File: src/rtl/reg_file_mp.sv
// Multi-port register file: two write ports, two registered read ports.
// Array zeroed by a sequential clear walk after reset or on request.
module reg_file_mp #(
    parameter int DATA_W   = 32,
    parameter int ADDR_W   = 5,
    parameter bit ZERO_REG = 1'b1,
    parameter bit BYPASS   = 1'b0
) (
    input  logic              clk,
    input  logic              RST,
    input  logic              RF_CLR,
    input  logic              RF_WE0,
    input  logic [ADDR_W-1:0] RF_WA0,
    input  logic [DATA_W-1:0] RF_WD0,
    input  logic              RF_WE1,
    input  logic [ADDR_W-1:0] RF_WA1,
    input  logic [DATA_W-1:0] RF_WD1,
    input  logic [ADDR_W-1:0] RF_ADR1,
    input  logic [ADDR_W-1:0] RF_ADR2,
    output logic [DATA_W-1:0] RF_RS1,
    output logic [DATA_W-1:0] RF_RS2,
    output logic              RF_BUSY
);

    localparam int DEPTH = 2 ** ADDR_W;

    typedef enum logic {
        IDLE  = 1'b0,
        CLEAR = 1'b1
    } state_t;

    state_t            state;
    state_t            state_next;
    logic [ADDR_W-1:0] cnt;
    logic [ADDR_W-1:0] cnt_next;
    logic [DATA_W-1:0] ram [DEPTH];
    logic              acc0;
    logic              acc1;
    logic [DATA_W-1:0] rd1;
    logic [DATA_W-1:0] rd2;

    // A write lands only in IDLE, outside reset and clear requests,
    // and never on the hardwired zero register.
    assign acc0 = RF_WE0 && !RST && !RF_CLR && (state == IDLE)
                  && !(ZERO_REG && (RF_WA0 == '0));
    assign acc1 = RF_WE1 && !RST && !RF_CLR && (state == IDLE)
                  && !(ZERO_REG && (RF_WA1 == '0));

    assign RF_BUSY = (state == CLEAR);

    // Read port 1 next value: array, optional forwarding, zero masks.
    always_comb begin
        rd1 = ram[RF_ADR1];
        if (BYPASS && acc0 && (RF_WA0 == RF_ADR1)) rd1 = RF_WD0;
        if (BYPASS && acc1 && (RF_WA1 == RF_ADR1)) rd1 = RF_WD1;
        if (ZERO_REG && (RF_ADR1 == '0)) rd1 = '0;
        if (state == CLEAR) rd1 = '0;
    end

    // Read port 2 next value, same rules as port 1.
    always_comb begin
        rd2 = ram[RF_ADR2];
        if (BYPASS && acc0 && (RF_WA0 == RF_ADR2)) rd2 = RF_WD0;
        if (BYPASS && acc1 && (RF_WA1 == RF_ADR2)) rd2 = RF_WD1;
        if (ZERO_REG && (RF_ADR2 == '0)) rd2 = '0;
        if (state == CLEAR) rd2 = '0;
    end

    // Clear sequencer next state: walk CNT over every entry once.
    always_comb begin
        state_next = state;
        cnt_next   = cnt;
        unique case (state)
            IDLE: begin
                if (RF_CLR) begin
                    state_next = CLEAR;
                    cnt_next   = '0;
                end
            end
            CLEAR: begin
                cnt_next = cnt + 1'b1;
                if (&cnt) state_next = IDLE;
            end
            default: begin
                state_next = CLEAR;
                cnt_next   = '0;
            end
        endcase
    end

    // State, counter and registered read data; reset restarts the clear.
    always_ff @(posedge clk) begin
        if (RST) begin
            state  <= CLEAR;
            cnt    <= '0;
            RF_RS1 <= '0;
            RF_RS2 <= '0;
        end else begin
            state  <= state_next;
            cnt    <= cnt_next;
            RF_RS1 <= rd1;
            RF_RS2 <= rd2;
        end
    end

    // Array update: clear walk in CLEAR, otherwise port 0 then port 1
    // so port 1 wins on a same-address collision.
    always_ff @(posedge clk) begin
        if (!RST) begin
            if (state == CLEAR) begin
                ram[cnt] <= '0;
            end else begin
                if (acc0) ram[RF_WA0] <= RF_WD0;
                if (acc1) ram[RF_WA1] <= RF_WD1;
            end
        end
    end

endmodule

File: config.mk
export PLATFORM = sky130hd
export DESIGN_NAME = reg_file_mp
export DESIGN_NICKNAME = d
export VERILOG_FILES = /design/src/rtl/reg_file_mp.sv
export SDC_FILE = /design/constraint.sdc
export NUM_CORES = 2
export LEC_CHECK = 0
export ABC_CLOCK_PERIOD_IN_PS = 5450
export CORE_ASPECT_RATIO = 1.2
export CORE_MARGIN = 10
export CORE_UTILIZATION = 55
export CTS_BUF_LIST = sky130_fd_sc_hd__clkbuf_16
export CTS_CLUSTER_SIZE = 12
export DETAILED_ROUTE_END_ITERATION = 12
export GPL_ROUTABILITY_DRIVEN = 0
export PLACE_DENSITY = 0.7
export SLEW_MARGIN = 0
export SYNTH_ARGS = -nofsm -noshare
export SYNTH_HDL_FRONTEND = slang
export SYNTH_SLANG_ARGS = --single-unit
File: constraint.sdc
create_clock -name clk -period 5.45 [get_ports clk]
set_input_delay 0.8175 -clock clk [delete_from_list [all_inputs] [get_ports clk]]
set_output_delay 0.8175 -clock clk [all_outputs]
set_load 0.02 [all_outputs]
Yosys cells after proc, flatten, opt, wreduce, memory -nomap -nowiden
Memory sizes are Yosys's and may differ from the RTL's. A register that Yosys moved wholly into a read port is not among the register bits.
Cells that the tools add are included.
Word-level totals
  bits in registers: 6
  memories: 1
  output and inout port bits: 65
  RAM bits: 1024
Memories
  ram: depth 32, width 32, read ports 2, clocked after Yosys merged registers in 2, wr ports 2, line 36  | logic [DATA_W-1:0] ram [DEPTH];
Cells by class
  muxes and demuxes: 19
  bitwise operators: 1
  reduce and logical (&&, ||, !) cells: 20
  add/subtract/negate cells: 1
  eq/ne operators: 1
Operators with widths (number)
  $mux W32: 1
  $reduce_or A32 Y1: 1
  $logic_not A5 Y1: 4
  $mux W1: 14
  $mux W5: 2
  $pmux W5 S2: 1
  $logic_and A1 B1 Y1: 8
  $reduce_or A3 Y1: 2
  $add A5 B1 Y5 const B: 1
  $reduce_and A5 Y1: 1
  $logic_not A1 Y1: 4
  $ne A2 B2 Y1 const B: 1
  $pmux W1 S2: 1
  $not A1 Y1: 1

Logic depth before layout (Yosys ltp)
  word-level depth: 11
  gate-level depth with buffers: 9

Least setup slack after synthesis
No wires, ideal clock.
  path type: input-to-reg
  start: input RST
  end: memory ram[29][0] (enable)
  data required time: 4980 ps
  arrival time: 4445 ps
  stages: 5
  path buffers: 1
  setup slack: 536 ps
  cells stage by stage: or4b_1 clkbuf_1 nor3b_1 a31oi_1 o31ai_1
RTL lines
  start: declaration: line 10  | input logic RST,
  end: declaration: line 36

==> results.sh <==
export IMPL_status="finished, final reports clean"
export IMPL_viasPerCell=6.854
export IMPL_synth_xor_area_share=0.0001421
export IMPL_synth_area_um2=61630
export IMPL_fmax_ghz=0.2626
export IMPL_yosysSeqAreaShare=0.5217
export IMPL_synthAdderAreaFrac=0.0004060
export IMPL_hold_viol=0
export IMPL_rsz0062_at_grt="false"
export IMPL_drc=0
export IMPL_drive_gt1_frac=0.1108
export IMPL_cts_resized=0
export IMPL_grt_max_degree=106
export IMPL_die_h_um=386.7
export IMPL_yosys_mux_area_fraction=0.1834
export IMPL_slew_viol_final=0
export IMPL_period_share=0.6988
export IMPL_grt_first_pass_wirelength_um=314600
export IMPL_stdcell_count=7039
export IMPL_r2r_end="ram[10][16]"
export IMPL_cts_setup_buffers=0
export IMPL_setup_ws_ps=1642
export IMPL_crit_path_start_kind="input pin"
export IMPL_firstDrtPassIters=8
export IMPL_maxCapViolations=0
export IMPL_reg2reg_slack_ps=1760
export IMPL_num_vias=48250
export IMPL_port_buffers=153
export IMPL_placed_area_um2=63810
export IMPL_cp_required_ps=5820
export IMPL_synth_compound_area_frac=0.1341
export IMPL_min_from="cnt[0]"
export IMPL_root_buffer="clkbuf_16"
export IMPL_wl_per_cell_um=31.19
export IMPL_synthDistinctLibCells=51
export IMPL_fp_coreArea_um2=111300
export IMPL_max_slew_margin=0.1176
export IMPL_tritoncts="built"
export IMPL_peakVddDrop_mv=0.3891
export IMPL_yosysMostFrequentCell="nand2_1"
export IMPL_skew_ps=29.29
export IMPL_antenna_found_initial=4
export IMPL_ys_flop_type="edfxtp_1"
export IMPL_cts_buffers=114
export IMPL_tightest_slew_ps=1319
export IMPL_ys_async_sr_fraction=0
export IMPL_rows=134
export IMPL_ctsHoldBuffers=0
export IMPL_path_class="in -> reg"
export IMPL_synth_nets=5745
export IMPL_synth_top_family_by_area="multiplexers"
export IMPL_die_area_um2=125900
export IMPL_dieWidth_um=325.6
export IMPL_synth_simple_area_share=0.1040
export IMPL_areaGrowthSynthToFinish_pct=9.395
export IMPL_final_util=0.6056
export IMPL_fin_nets=5532
export IMPL_min_path_type="reg -> reg"
export IMPL_track_usage=0.3374
export IMPL_finalWirelength_um=219600
export IMPL_yosys_warnings=0
export IMPL_grt_overflow_total=0
export IMPL_grtUsageMet2=0.5397
export IMPL_globalRouteMet3Util=0.07405
export IMPL_netlist_instances=5654
export IMPL_drt_iter0_drc=6808
export IMPL_powerDensity_nw_per_um2=268.1
export IMPL_busiest_layer="met2"
export IMPL_fin_area_um2=67420
export IMPL_cp_end_kind="flip-flop"
export IMPL_pre_cts_ws_ps=1018
export IMPL_clkTransAtPathRegs_ps=60
export IMPL_place_hpwl_um=127700
export IMPL_ys_ff_latch=1094
export IMPL_syn_avg_cell_area_um2=10.90
export IMPL_clk_latency_ps=730
export IMPL_synthTopCellsByCount="nand2_1, edfxtp_1, o21ai_0, mux2i_1, clkbuf_1"
export IMPL_synth_area_leaders="edfxtp_1, mux2i_1, o21ai_0, nand2_1, a22oi_1"
export IMPL_hold_depth=2
export IMPL_yosysTopAreaCell="edfxtp_1"
export IMPL_cp_max_fo=20
export IMPL_start_util=0.5536
export IMPL_netlist_area_leader_share=0.4989
export IMPL_cts_num_sinks=1094
export IMPL_leakage_nw=25.28
export IMPL_critPathArrivalTime_ps=4180
export IMPL_r2r_start="RF_BUSY"
export IMPL_use_met1=0.4042
export IMPL_hold_end="cnt[0]"
export IMPL_synth_edff_count=1024
export IMPL_finalSetupTns_ps=0
export IMPL_setup_violations_final=0
export IMPL_placed_cells=6821
export IMPL_grt_pass1_vias=47370
export IMPL_hold_slack_ps=610.2
export IMPL_post_route_min_period_ps=3808
export IMPL_ff2ff_path_depth=5
export IMPL_cts_buffer_depth=3
export IMPL_htreeDepth=3
export IMPL_finalPower_mw=18.08
export IMPL_io_pins=154
export IMPL_ant_nets=0
-- report_power, final --
part	switching, mW	internal [mW]	total [mW]
registers	0.0186	9.09	9.11
logic	0.833	0.485	1.32
clock network	3.37	4.28	7.65
total	4.22	13.9	18.1
-- critical path: stages --
cell             delay [ps]
clkdlybuf4s50_1         400
buf_4                   180
or4b_1                  750
nor3_1                  280
a21oi_1                 170
o21bai_4               1000
buf_4                   520
-- cell usage in the layout, fill, tap and decap left out, types with 3 or more instances in the layout --
master / Yosys / routed
nor4_2: 1 / 12
nor4_4: 20 / 21
clkdlybuf4s50_1: 0 / 147
mux2_2: 64 / 64
or3b_2: 3 / 3
nand2_1: 1092 / 1092
clkinv_2: 0 / 9
nand3_1: 198 / 198
nor3_1: 10 / 10
clkinv_1: 0 / 31
buf_8: 0 / 4
bufinv_16: 0 / 9
o31ai_4: 0 / 6
nor2b_4: 0 / 8
inv_1: 45 / 90
clkbuf_16: 0 / 117
buf_4: 45 / 172
buf_12: 0 / 10
mux4_2: 128 / 128
o21ai_0: 934 / 934
o21bai_4: 0 / 25
nand4_1: 64 / 64
nor3b_2: 0 / 4
a21oi_1: 8 / 8
nor2_1: 17 / 12
nor3b_1: 9 / 5
nor2_4: 0 / 5
edfxtp_1: 1024 / 1024
nand3b_1: 3 / 3
a22oi_1: 385 / 385
dfxtp_1: 70 / 70
mux2i_1: 769 / 769
o21ai_1: 65 / 65
-- how the worst max path moves through the flow --
stage / depth (start not counted) / endpoint / startpoint / slack, ps
5_1_grt: 7 / ram[10][16] / RST / 1600
3_3_place_gp: 7 / ram[10][27] / RST / 1090
6_report: 7 / ram[10][16] / RST / 1640
3_5_place_dp: 7 / ram[10][2] / RST / 1020
2_1_floorplan: 5 / ram[29][0] / RST / 540
4_1_cts: 7 / ram[10][16] / RST / 1780
-- sequential cells by signal, indices dropped and copies added, names as in the netlist --
register / flops
RF_RS2: 32
ram: 1024
cnt: 5
RF_RS1: 32
RF_BUSY: 1
-- layer usage --
| layer | wire (µm) | part of all wire | vias up |
|---|---|---|---|
| met2 | 101800 | 0.46 | 3527 |
| li1 | - | - | 20570 |
| met4 | 17050 | 0.078 | 6 |
| met5 | 40 | 0.00018 | - |
| met1 | 74780 | 0.34 | 23210 |
| met3 | 25870 | 0.12 | 934 |
-- cell families (layout without fill, tap and decap cells) --
logic type | Yosys count | after routing
flops | 1094 | 1094
buf+inv | 707 | 595
simple gates | 1454 | 1454
mux | 961 | 961
fa+ha+maj | 2 | 2
xor+xnor | 1 | 1
compound gates | 1435 | 1435
other cells | 0 | 1
-- cell type report --
class                      count  area [µm²]
inverter                      45       168.9
multi-input combinational   3853       26600
tap                         1496        1872
fill                        8832       43900
timing repair buffer         333        3023
sequential                  1094       32150
clock inverter               100       680.7
clock buffer                 117        2928
antenna                        1       2.502
Note: power is estimated with default switching activity, not from simulation.
